<file path="src/rtl/pc_sequencer.sv">
// pc_sequencer: multicycle controller for every PC update (fetch increment,
// branches, jumps, jr, rte, exception entry). All other instructions are handed
// to the main control through an op_start / op_done handshake.
//
// Handshake: op_start is a one-cycle pulse on the first cycle of DELEG. The
// main control may raise op_done in that same cycle or any later one; the
// sequencer stays in DELEG until it sees op_done=1 and samples overflow only in
// that cycle. There is no back-pressure on op_start.
//
// Outputs are Moore per state (EXEC_BR additionally looks at alu_zero). While
// reset is high every output is forced to 0, so no PC/EPC write can escape in
// the cycle reset is asserted, whatever state the FSM happens to be in.
module pc_sequencer #(
    parameter logic [7:0] VEC_OPC   = 8'd254,
    parameter logic [7:0] VEC_OVF   = 8'd255,
    parameter logic [5:0] FUNCT_RTE = 6'h13
) (
    input  logic       clk,
    input  logic       reset,
    input  logic [5:0] opcode,
    input  logic [5:0] funct,
    input  logic       alu_zero,
    input  logic       overflow,
    input  logic       mem_ready,
    input  logic       op_done,
    output logic [2:0] pcsource,
    output logic       pc_write,
    output logic       epc_write,
    output logic       ir_write,
    output logic       mem_read,
    output logic       vec_sel,
    output logic [7:0] vec_addr,
    output logic       op_start,
    output logic [1:0] exc_cause,
    output logic [3:0] o_dbg_state
);

    typedef enum logic [3:0] {
        S_RST      = 4'd0,
        S_FETCH    = 4'd1,
        S_FETCH_INC = 4'd2,
        S_DECODE   = 4'd3,
        S_EXEC_BR  = 4'd4,
        S_JUMP     = 4'd5,
        S_JR       = 4'd6,
        S_RTE      = 4'd7,
        S_DELEG    = 4'd8,
        S_EXC_SAVE = 4'd9,
        S_EXC_VEC  = 4'd10,
        S_EXC_LOAD = 4'd11
    } state_t;

    localparam logic [2:0] PCS_PC     = 3'b000;
    localparam logic [2:0] PCS_ALUOUT = 3'b001;
    localparam logic [2:0] PCS_ALU    = 3'b010;
    localparam logic [2:0] PCS_REGA   = 3'b011;
    localparam logic [2:0] PCS_EXTPC  = 3'b100;
    localparam logic [2:0] PCS_EPC    = 3'b101;

    localparam logic [1:0] CAUSE_NONE = 2'b00;
    localparam logic [1:0] CAUSE_OPC  = 2'b01;
    localparam logic [1:0] CAUSE_OVF  = 2'b10;

    state_t     r_state;
    state_t     w_next;
    logic [1:0] r_cause;
    logic [1:0] w_cause_next;
    logic       r_in_deleg;     // previous cycle was DELEG: op_start already issued
    logic       w_legal_deleg;
    logic       w_br_taken;

    // Opcodes that the main control executes on our behalf.
    always_comb begin
        w_legal_deleg = 1'b0;
        case (opcode)
            6'h00, 6'h08, 6'h0F, 6'h23, 6'h2B, 6'h20, 6'h28: w_legal_deleg = 1'b1;
            default:                                         w_legal_deleg = 1'b0;
        endcase
    end

    // bne is opcode 05, beq is 04: bit 0 inverts the sense of alu_zero.
    assign w_br_taken = opcode[0] ? !alu_zero : alu_zero;

    // State, exception cause and DELEG entry tracking; reset dominates.
    always_ff @(posedge clk) begin
        if (reset) begin
            r_state    <= S_RST;
            r_cause    <= CAUSE_NONE;
            r_in_deleg <= 1'b0;
        end else begin
            r_state    <= w_next;
            r_cause    <= w_cause_next;
            r_in_deleg <= (r_state == S_DELEG);
        end
    end

    // Next-state and Moore outputs; all defaults first, reset forces outputs to 0.
    always_comb begin
        w_next       = r_state;
        w_cause_next = r_cause;
        pcsource     = PCS_PC;
        pc_write     = 1'b0;
        epc_write    = 1'b0;
        ir_write     = 1'b0;
        mem_read     = 1'b0;
        vec_sel      = 1'b0;
        vec_addr     = 8'd0;
        op_start     = 1'b0;

        case (r_state)
            S_RST: begin
                w_next = S_FETCH;
            end
            S_FETCH: begin
                mem_read = 1'b1;
                if (mem_ready) w_next = S_FETCH_INC;
            end
            S_FETCH_INC: begin
                ir_write = 1'b1;
                pcsource = PCS_ALU;
                pc_write = 1'b1;
                w_next   = S_DECODE;
            end
            S_DECODE: begin
                if (opcode == 6'h02 || opcode == 6'h03) begin
                    w_next = S_JUMP;
                end else if (opcode == 6'h04 || opcode == 6'h05) begin
                    w_next = S_EXEC_BR;
                end else if (opcode == 6'h00 && funct == 6'h08) begin
                    w_next = S_JR;
                end else if (opcode == 6'h00 && funct == FUNCT_RTE) begin
                    w_next = S_RTE;
                end else if (w_legal_deleg) begin
                    w_next = S_DELEG;
                end else begin
                    w_next       = S_EXC_SAVE;
                    w_cause_next = CAUSE_OPC;
                end
            end
            S_EXEC_BR: begin
                if (w_br_taken) begin
                    pcsource = PCS_ALUOUT;
                    pc_write = 1'b1;
                end
                w_next = S_FETCH;
            end
            S_JUMP: begin
                pcsource = PCS_EXTPC;
                pc_write = 1'b1;
                w_next   = S_FETCH;
            end
            S_JR: begin
                pcsource = PCS_REGA;
                pc_write = 1'b1;
                w_next   = S_FETCH;
            end
            S_RTE: begin
                pcsource = PCS_EPC;
                pc_write = 1'b1;
                w_next   = S_FETCH;
            end
            S_DELEG: begin
                op_start = !r_in_deleg;
                if (op_done) begin
                    if (overflow) begin
                        w_next       = S_EXC_SAVE;
                        w_cause_next = CAUSE_OVF;
                    end else begin
                        w_next = S_FETCH;
                    end
                end
            end
            S_EXC_SAVE: begin
                epc_write = 1'b1;
                w_next    = S_EXC_VEC;
            end
            S_EXC_VEC: begin
                mem_read = 1'b1;
                vec_sel  = 1'b1;
                vec_addr = (r_cause == CAUSE_OVF) ? VEC_OVF : VEC_OPC;
                if (mem_ready) w_next = S_EXC_LOAD;
            end
            S_EXC_LOAD: begin
                vec_sel  = 1'b1;
                pcsource = PCS_EXTPC;
                pc_write = 1'b1;
                w_next   = S_FETCH;
            end
            default: begin
                w_next = S_RST;
            end
        endcase

        if (reset) begin
            pcsource  = PCS_PC;
            pc_write  = 1'b0;
            epc_write = 1'b0;
            ir_write  = 1'b0;
            mem_read  = 1'b0;
            vec_sel   = 1'b0;
            vec_addr  = 8'd0;
            op_start  = 1'b0;
        end
    end

    assign exc_cause   = reset ? CAUSE_NONE : r_cause;
    assign o_dbg_state = r_state;

endmodule
</file>
<file path="config.mk">
export PLATFORM = sky130hd
export DESIGN_NAME = pc_sequencer
export DESIGN_NICKNAME = d
export VERILOG_FILES = /design/src/rtl/pc_sequencer.sv
export SDC_FILE = /design/constraint.sdc
export NUM_CORES = 1
export LEC_CHECK = 0
export ABC_AREA = 1
export CAP_MARGIN = 20
export CORE_MARGIN = 2
export CORE_UTILIZATION = 35
export CTS_CLUSTER_SIZE = 16
export DETAILED_ROUTE_END_ITERATION = 8
export PLACE_DENSITY = 0.78
export SYNTH_ARGS = -nofsm -noshare
export SYNTH_HDL_FRONTEND = slang
export SYNTH_SLANG_ARGS = --single-unit
</file>
<file path="constraint.sdc">
create_clock -name clk -period 2.4 [get_ports clk]
set_clock_uncertainty 0.05 [all_clocks]
set_input_delay 0.72 -clock clk [delete_from_list [all_inputs] [get_ports clk]]
set_output_delay 0.72 -clock clk [all_outputs]
set_load 0.01 [all_outputs]
</file>
* Yosys cells after proc, flatten, opt, wreduce, memory -nomap -nowiden
Cells that the tools add are included.
** Operators by class
- Mux-type cells :: 40
- Reduce and logical (&&, ||, !) cells :: 17
- Equal/unequal tests :: 33
** Operator list (number)
- $mux W4 :: 8
- $pmux W4 S7 :: 1
- $eq A6 B6 Y1 const B :: 4
- $eq A6 B4 Y1 const B :: 3
- $ne A2 B2 Y1 const B :: 9
- $mux W1 :: 17
- $eq A4 B3 Y1 const B :: 4
- $eq A4 B4 Y1 const B :: 4
- $mux W2 :: 8
- $mux W8 :: 2
- $pmux W3 S5 :: 1
- $eq A6 B2 Y1 const B :: 2
- $eq A6 B3 Y1 const B :: 2
- $eq A4 B2 Y1 const B :: 2
- $reduce_and A8 Y1 :: 1
- $reduce_or A7 Y1 :: 1
- $eq A6 B5 Y1 const B :: 1
- $logic_not A6 Y1 :: 1
- $reduce_or A2 Y1 :: 3
- $reduce_or A6 Y1 :: 1
- $reduce_or A5 Y1 :: 1
- $eq A4 B1 Y1 const B :: 1
- $logic_not A4 Y1 :: 1
- $pmux W2 S2 :: 1
- 8 further kinds :: 11
** Word-level totals
- Output and inout port bits :: 23
- Bits in registers :: 7

* Depth between registers and ports, before layout
Gate-level depths: netlist of the first run.
- Word-level depth :: 9
- Gate-level depth with buffers :: 12
- Mapped depth without buffers :: 12

* Worst setup path before layout of the first run
Ideal clock, no wire load.
- Path kind :: input to output
- From :: input port reset
- To :: output port vec_addr[2]
- Arrival time :: 1713 ps
- Path buffers :: 3
- Path slack :: -83 ps
- Stages :: 4
- Cells stage by stage :: clkbuf_1 clkbuf_1 nor2_1 buf_4
** Between the ends
- Word-level cells in the longest chain between the ends :: 1
** RTL lines
- start, declared :: line 19 : input logic reset,
- $mux W8 :: line 194 : if (reset) begin
- end, declared :: line 32 : output logic [7:0] vec_addr,
Every way passes these cells.

* Worst setup path in the final report of the first run
- From :: input port alu_zero
- To :: output port pc_write
** Between the ends
- Word-level cells in the longest chain between the ends :: 5
** RTL lines
- start, declared :: line 22 : input logic alu_zero,
- $logic_not A1 Y1 :: line 82 : assign w_br_taken = opcode[0] ? !alu_zero : alu_zero;
- $mux W1 (*) :: line 82
- $mux W1 (*) :: line 141 : if (w_br_taken) begin
- $pmux W1 S2 (*) :: line 110 : case (r_state)
- $mux W1 (*) :: line 194
- end, declared :: line 27 : output logic pc_write,
Every way passes the cells marked *; elsewhere a longest branch is shown, timed or not.

==> run metrics, run 1 <==
outcome completed; Tightest Pin Transition around 0.23 ns; dpl cells between 200 and 250; syn nets roughly 160; CP most frequent cell a21oi_1; Initial DRC Count 17; HP Class register to register; most used routing layer met2; all-layer global routing usage 0.182; worst endpoint data arrival time approximately 1.6 ns; Seq pwr share 0.281; Fin Hold WS around 0.42 ns; area delta synth->final 61.2%; Die Y-Extent ~51 um; post-synth cell types 19; WL final between 2000 and 2500 um; Pint between 300 and 400 uW; reg-to-reg endpoint r_cause[0]; Rows 16; largest fanout on the critical path 2; core region area between 2000 and 2500 sq um; Vias/cell approximately 4.7; grt ovf 0; Peak VDD IR around 320 uV; largest net degree at the start of global routing 11; post-layout util 0.613; Worst R2R Setup Slack 0.90 ns; fmax roughly 430 MHz; number of synthesized register bits 7; CTS Root Cell clkbuf_4; critical path's slowest cell dlygate4sd2_1; met2 usage 0.325; clock buffer depth 2; Worst Hold End r_cause[1]; Buffers on Ports 40; clock power share 0.206; Pins Over Slew Limit 0; worst slack, placed -0.648 ns; syn avg cell area between 5 and 6 sq um; CTS Buf Count 3; RSZ-0062 raised after global routing no; first-pass GRT wire length 3630 um; Worst Reg-to-Reg Cells 9; max-cap check violation count 0; switching share of power 0.406; Critical Path Source Type input port; post-DP HPWL around 1800 um; CP required ~1.6 ns; Worst slew margin 0.847; combinational fraction of design power 0.513; Die X-Extent roughly 51 um; DR WL/cell 9.57 um; Starting Density 0.380; DRC 0; Leak roughly 0.00065 uW; period utilisation layout 0.965; grt met3 use 0.0238; final hold vios 0; Final Non-Filler Cells approximately 220; post-route ant nets 0; met1 GRT Util 0.207; Ports between 40 and 50; Worst-path clk slew ~0.060 ns; Worst Hold Depth 2; nets 209; clock sinks 7; YS warnings 0; final setup margin 0.0841 ns; net switching power figure approximately 230 uW; power per cell area between 400 and 500 nW/um^2; CTS tree done; Final min period 2.32 ns; placed inst area 1220 sq um; vias in the first global route between 900 and 1,000; Post-Syn Area approximately 760 sq um; final setup fails 0; Max stage delay on crit path roughly 0.24 ns; ant diodes 0; min-delay src r_cause[1]; Setup CP Type input port to output port; clk_lat worst skew about 0.27 ns; H-tree Lvls 1; Via Count 1,020; Critical Path End Type output port; gpl congestion 0.817; launch point of the worst reg-to-reg path o_dbg_state[0]; DIE AREA between 2000 and 3000 sq um; first drt pass iteration count 4; Design Area, Final 1230 sq um; crit path cell chain dlygate4sd2_1 > a211oi_1 > a21oi_1 > a21oi_1 > buf_2; initial antenna violation count 0; layout cell share with drive strength beyond 1 0.179; synthesized netlist cell count ~140; Seq/Total Area, Yosys 0.184
-- cells in the final DEF, fill, tap and decap left out, types with 4 or more instances in the layout --
cell             count
a21oi_1              5
buf_4               11
clkdlybuf4s50_1     20
dfxtp_1              5
dlygate4sd2_1       16
inv_1               23
nand2_1             33
nand3_1              6
nand4_1              4
nor2_1              27
nor3_1               6
o21ai_0              5
-- layout make-up --
| type | count | area (sq um) |
|---|---|---|
| multi-input cells | 102 | 478 |
| flip-flops and latches | 7 | 143 |
| repair buffers | 51 | 448 |
| well taps | 27 | 33.8 |
| fillers | 206 | 776 |
| inverters | 26 | 97.6 |
| clock buffers | 4 | 26.3 |
-- logic make-up (layout without fill, tap and decap cells) --
family,after synthesis,count (layout),synth area share
compound gates,17,17,0.140
flops,7,7,0.184
simple gates,85,85,0.479
buf+inv,34,81,0.197
-- sequential cells by signal, indices dropped and copies added (netlist names) --
name	cells
o_dbg_state	4
r_cause	2
r_in_deleg	1
-- worst max-delay path, delay by kind of cell --
family,cells,cell delay [ns]
AOI/OAI and AO/OA,3,0.44
buffers and inverters,2,0.38
-- synth_stat cells --
library cell / instances / area [sq um]
clkbuf_1: 2 / 7.51
nand3_1: 6 / 30.0
nor3_1: 6 / 30.0
nor2_2: 3 / 18.8
inv_2: 2 / 7.51
a21oi_1: 5 / 25.0
nand2_1: 33 / 124
a21oi_2: 3 / 26.3
o21ai_0: 6 / 30.0
nor4_1: 1 / 6.26
buf_4: 6 / 45.0
or2_0: 1 / 6.26
nand4_1: 4 / 25.0
nor2_1: 28 / 105
inv_1: 24 / 90.1
a211oi_1: 1 / 7.51
o21ai_2: 2 / 17.5
dfxtp_1: 7 / 140
nand2_2: 3 / 18.8
-- power groups by stage --
stage	sequential (uW)	clock, uW	combinational [uW]
2_1_floorplan	162	0	152
3_3_place_gp	158	0	294
3_5_place_dp	159	0	298
4_1_cts	158	117	290
5_1_grt	162	124	324
6_report	159	116	289
-- how the worst max path moves through the flow --
stage | end | slack, ns | cells past startpoint | from
2_1_floorplan | vec_addr[2] | 0.003 | 4 | reset
4_1_cts | pc_write | 0.02 | 6 | alu_zero
3_3_place_gp | pc_write | -0.61 | 6 | opcode[0]
6_report | pc_write | 0.08 | 5 | alu_zero
3_5_place_dp | pc_write | -0.65 | 6 | opcode[0]
5_1_grt | pc_write | 0.008 | 6 | opcode[0]
-- layer usage --
metal	wire length [um]	share of wire
met4	45	0.022
met2	1010	0.49
met5	0	0
met3	94	0.045
met1	927	0.45
-- stage by stage --
stage | TNS, ns | power (uW)
2_1_floorplan | 0 | 314
3_3_place_gp | -9.63 | 452
3_5_place_dp | -10.09 | 457
4_1_cts | 0 | 565
5_1_grt | 0 | 610
6_report | 0 | 563
-- repair_timing --
action	in CTS	in global routing
pin swaps	3	2
cloned	0	0
hold buffers	0	0
gates resized for setup	35	1
buffers inserted	1	0
endpoints found under the setup margin	19	3
Power figures use the tool's default switching activity.
==> run 2: changes to the inputs <==
- PLACE_DENSITY: 0.78 -> 0.75
==> run 2 against run 1 <==
  * Sequential share of layout area about the same
  * Critical endpoint is now exc_cause[1]
  * Routed wire length about the same
  * Critical path depth down 2
  * First-iteration DRC count increased by 12%
  * Sequential power is essentially flat
  * Largest cell class unchanged
  * Flip-flop and latch count is the same
  * Hold slack got worse by 0.0047 ns
  * Fmax fell by 0.30%
  * Non-clock buffer count down 2
  * Final area down 0.20%
  * Core utilization down 0.13 points
==> run metrics, run 2 (synthesized netlist as in run 1, its figures left out) <==
outcome completed; period utilisation layout 0.968 (+0.00293); DR WL/cell 9.65 um (+0.88%); Leak 0.000639 uW (-1.8%); Fin Hold WS 0.411 ns (-0.00473 ns); largest net degree at the start of global routing 11 (unchanged); nets 207 (-0.96%); max-cap check violation count 0 (unchanged); CTS tree done; placed inst area 1210 sq um (-0.62%); Critical Path End Type output port; Largest register FFs 4 (unchanged); Worst slew margin 0.846 (-0.00103); Starting Density 0.380 (unchanged); layout cell share with drive strength beyond 1 0.186 (+0.00722); clk_lat worst skew 0.26 ns (about the same); most frequent cells in the layout nand2_1, nor2_1, inv_1; Die X-Extent 50.6 um (unchanged); CTS Buf Count 3 (unchanged); fmax 430 MHz (-0.30%); area of the multi-input gates 489 sq um (+2.4%); gpl congestion 0.793 (-2.9%); fillers 215 (+4.4%); vias in the first global route 892 (-4.4%); DIE AREA 2560 sq um (unchanged); Peak VDD IR 363 uV (+14%); initial antenna violation count 0 (unchanged); final hold vios 0 (unchanged); clock sinks 7 (unchanged); Critical Path Source Type input port; post-DP HPWL 1730 um (-1.0%); worst endpoint data arrival time 1.55 ns (about the same); largest fanout on the critical path 10 (+8); Tightest Pin Transition 0.228 ns (+0.00153 ns); grt ovf 0 (unchanged); first drt pass iteration count 4 (unchanged); final setup fails 0 (unchanged); Pins Over Slew Limit 0 (unchanged); DRC 0 (unchanged); WL final 2080 um (about the same); post-CTS setup repair buffer count 0 (-1); Design Area, Final 1220 sq um (-0.20%); clock buffer depth 2 (unchanged); post-route ant nets 0 (unchanged); Initial DRC Count 19 (+2); Worst-path clk slew 0.06 ns (about the same); area delta synth->final 60.9%; HP Class register to register; all-layer global routing usage 0.178 (-0.00446); Buffers on Ports 40 (unchanged); RSZ-0062 raised after global routing no; Setup CP Type input port to output port; Register Area 143 sq um (unchanged); commonest non-fill, non-tap cell in the layout nand2_1; Die Y-Extent 50.6 um (unchanged); Rows 16 (unchanged); ant diodes 0 (unchanged); Final min period 2.32 ns (+0.00704 ns); power per cell area 465 nW/um^2 (+1.1%); H-tree Lvls 1 (unchanged); CTS Root Cell clkbuf_4; CP required 1.63 ns (about the same); Vias/cell 4.70 (about the same); core region area 2000 sq um (unchanged); Via Count 1,011 (-0.88%); first-pass GRT wire length 3620 um (-0.39%); Ports 41 (unchanged); CTS Hold Buffers Added 0 (unchanged)
## run 2: through the flow
| stage | util | setup WS, ns | power, uW | std cells | TNS, ns |
|---|---|---|---|---|---|
| 4_1_cts | 0.606 | 0.0104 | 563 | 215 | 0 |
| 3_3_place_gp | 0.606 | -0.611 | 452 | 211 | -9.74 |
| 2_1_floorplan | - | 0.00291 | 314 | 143 | 0 |
| 6_report | 0.611 | 0.0771 | 569 | 215 | 0 |
| 5_1_grt | 0.611 | 0.00345 | 613 | 215 | 0 |
| 3_5_place_dp | 0.606 | -0.625 | 456 | 211 | -10.16 |
## run 2: metal layers
layer  GRT usage  share of wire
met1       0.223           0.46
met4      0.0541          0.011
met5           0              0
met3      0.0208          0.052
met2       0.316           0.48
## run 2: cell type report
type | instances | area share
flip-flops and latches | 7 | 0.117
well taps | 27 | 0.0276
inverters | 26 | 0.0798
repair buffers | 49 | 0.355
clock buffers | 4 | 0.0215
multi-input cells | 102 | 0.400
## run 2: path summary, 6_finish.rpt
path | from | to | slack [ns] | cells after the start
max | reset | exc_cause[1] | 0.08 | 3
min | r_cause[1] | r_cause[1] | 0.41 | 2
max reg2reg | o_dbg_state[2] | o_dbg_state[3] | 0.93 | 9
min reg2reg | r_cause[1] | r_cause[1] | 0.41 | 2
## run 2: what timing repair did
action / CTS / global route
gates resized for setup: 36 / 4
pin swaps: 2 / 2
setup endpoints to repair: 19 / 3
## run 2: report_power, final
part           internal [uW]  switching, uW  leakage, uW
registers                135           25.9    0.0000576
clock network           64.0           51.0    0.0000150
logic                    136            157     0.000567
total                    335            234     0.000639
## run 2: critical path, cell delays in order
cell	delay (ns)
buf_2	0.17
nor2_1	0.12
clkdlybuf4s50_1	0.54
==> run 3: changes to the inputs <==
- CORE_UTILIZATION: 35 -> 36
- CTS_BUF_LIST: default -> sky130_fd_sc_hd__clkbuf_4
- PLACE_DENSITY: 0.75 -> 0.77
==> run 3 against run 2 <==
  * First-iteration DRC count increased by 11%
  * Clock power about the same
  * Critical path depth increased by 3
  * Combinational power decreased by 1%
  * Die area decreased by 2.6%
  * Final cell count increased by 1.9%
  * Worst setup slack improved by 0.019 ns
  * Final area increased by 1.4%
  * Core utilization increased by 1.5 points
  * Hold slack improved by 0.0065 ns
  * Power decreased by 0.11%
==> run metrics, run 3 (synthesized netlist as in run 1, its figures left out) <==
Via Count 1,053 (+4.2%); largest fanout on the critical path 2 (-8); Final min period 2.30 ns (-0.0188 ns); DR WL/cell 10.1 um (+5.1%); Worst slew margin 0.848 (+0.00198); Leak 0.000626 uW (-2.2%); Critical Path Source Type input port; area delta synth->final 63.2%; placed inst area 1230 sq um (+1.2%); gpl congestion 0.815 (+2.7%); DIE AREA 2500 sq um (-2.6%); worst endpoint data arrival time 1.53 ns (-0.02 ns); clock sinks 7 (unchanged); Vias/cell 4.81 (+2.3%); commonest non-fill, non-tap cell in the layout nand2_1; Largest register FFs 4 (unchanged); clk_lat worst skew 0.25 ns (about the same); Worst Hold Depth 2 (unchanged); Die X-Extent 50.0 um (-1.3%); DRC 0 (unchanged); Critical Path End Type output port; Pins Over Slew Limit 0 (unchanged); Worst-path clk slew 0.05 ns (about the same); vias in the first global route 941 (+5.5%); Starting Density 0.384 (+0.00384); CTS Hold Buffers Added 0 (unchanged); fillers 189 (-12%); final hold vios 0 (unchanged); dpl cells 213 (+0.95%); clock buffer depth 2 (unchanged); all-layer global routing usage 0.182 (+0.00366); TNS Setup 0 ns (unchanged); Ports 41 (unchanged); post-DP HPWL 1780 um (+2.9%); first drt pass iteration count 4 (unchanged); initial antenna violation count 0 (unchanged); core region area 1980 sq um (-1.0%); CTS tree done; ant diodes 0 (unchanged); max-cap check violation count 0 (unchanged); final setup fails 0 (unchanged); Design Area, Final 1240 sq um (+1.4%); Tightest Pin Transition 0.227 ns (-0.000897 ns); Buffers on Ports 40 (unchanged); layout cell share with drive strength beyond 1 0.229 (+0.0430); post-route ant nets 0 (unchanged); power per cell area 458 nW/um^2 (-1.5%); most frequent cells in the layout nand2_1, nor2_1, inv_1; Final Non-Filler Cells 219 (+1.9%); CTS Buf Count 3 (unchanged); CP required 1.63 ns (about the same); period utilisation layout 0.960 (-0.00785); Design Power 568 uW (-0.11%); fmax 434 MHz (+0.82%); HP Class register to register; largest net degree at the start of global routing 9 (-2); WL final 2220 um (+7.0%); grt ovf 0 (unchanged); nets 211 (+1.9%); Worst Reg-to-Reg Cells 10 (+1); Peak VDD IR 392 uV (+8.1%); Setup CP Type input port to output port; Initial DRC Count 21 (+2); Rows 16 (unchanged); outcome completed; Die Y-Extent 50.0 um (-1.3%); first-pass GRT wire length 3570 um (-1.1%); CTS Root Cell clkbuf_4; H-tree Lvls 1 (unchanged)
[run 3: repair_timing]
| item | in CTS | in global routing |
|---|---|---|
| pin swaps | 2 | 2 |
| endpoints found under the setup margin | 19 | 4 |
| gates cloned | 1 | 0 |
| gates resized for setup | 62 | 4 |
| setup buffers | 1 | 0 |
[run 3: per-layer routing]
| layer | share of wire | routed length [um] | global-route usage |
|---|---|---|---|
| met5 | 0 | 0 | 0 |
| met4 | 0.028 | 63 | 0.0833 |
| met3 | 0.068 | 152 | 0.0333 |
| met2 | 0.52 | 1150 | 0.360 |
| met1 | 0.39 | 858 | 0.177 |
[run 3: path summary, 6_finish.rpt]
kind	from	to	slack, ns
max	alu_zero	pc_write	0.1
min	r_cause[1]	r_cause[1]	0.42
max reg2reg	o_dbg_state[2]	o_dbg_state[0]	0.79
min reg2reg	r_cause[1]	r_cause[1]	0.42
[run 3: layout make-up]
class                   instances  area [sq um]  area share
clock buffers                   4          30.0      0.0242
well taps                      27          33.8      0.0272
multi-input cells             102           483       0.389
repair buffers                 53           455       0.367
inverters                      26          97.6      0.0786
flip-flops and latches          7           141       0.114
[run 3: power by group]
part	switching (uW)	total, uW	leakage, uW	internal, uW
Sequential	26.8	161	0.0000574	134
Combinational	156	289	0.000550	133
Clock	43.0	118	0.0000184	74.7
[run 3: per-stage QoR]
stage	hold WS (ns)	utilization	setup WS [ns]
3_3_place_gp	0.401	0.619	-0.611
4_1_cts	0.424	0.625	0.00387
2_1_floorplan	0.389	-	0.00291
5_1_grt	0.456	0.626	-0.00296
6_report	0.417	0.626	0.0959
3_5_place_dp	0.419	0.619	-0.625
[run 3: worst max-delay path, stage by stage]
cell and delay (ns):
dlygate4sd2_1 0.25, o21ai_1 0.15, a211oi_2 0.05, a21oi_1 0.15, a21oi_1 0.08, buf_2 0.14
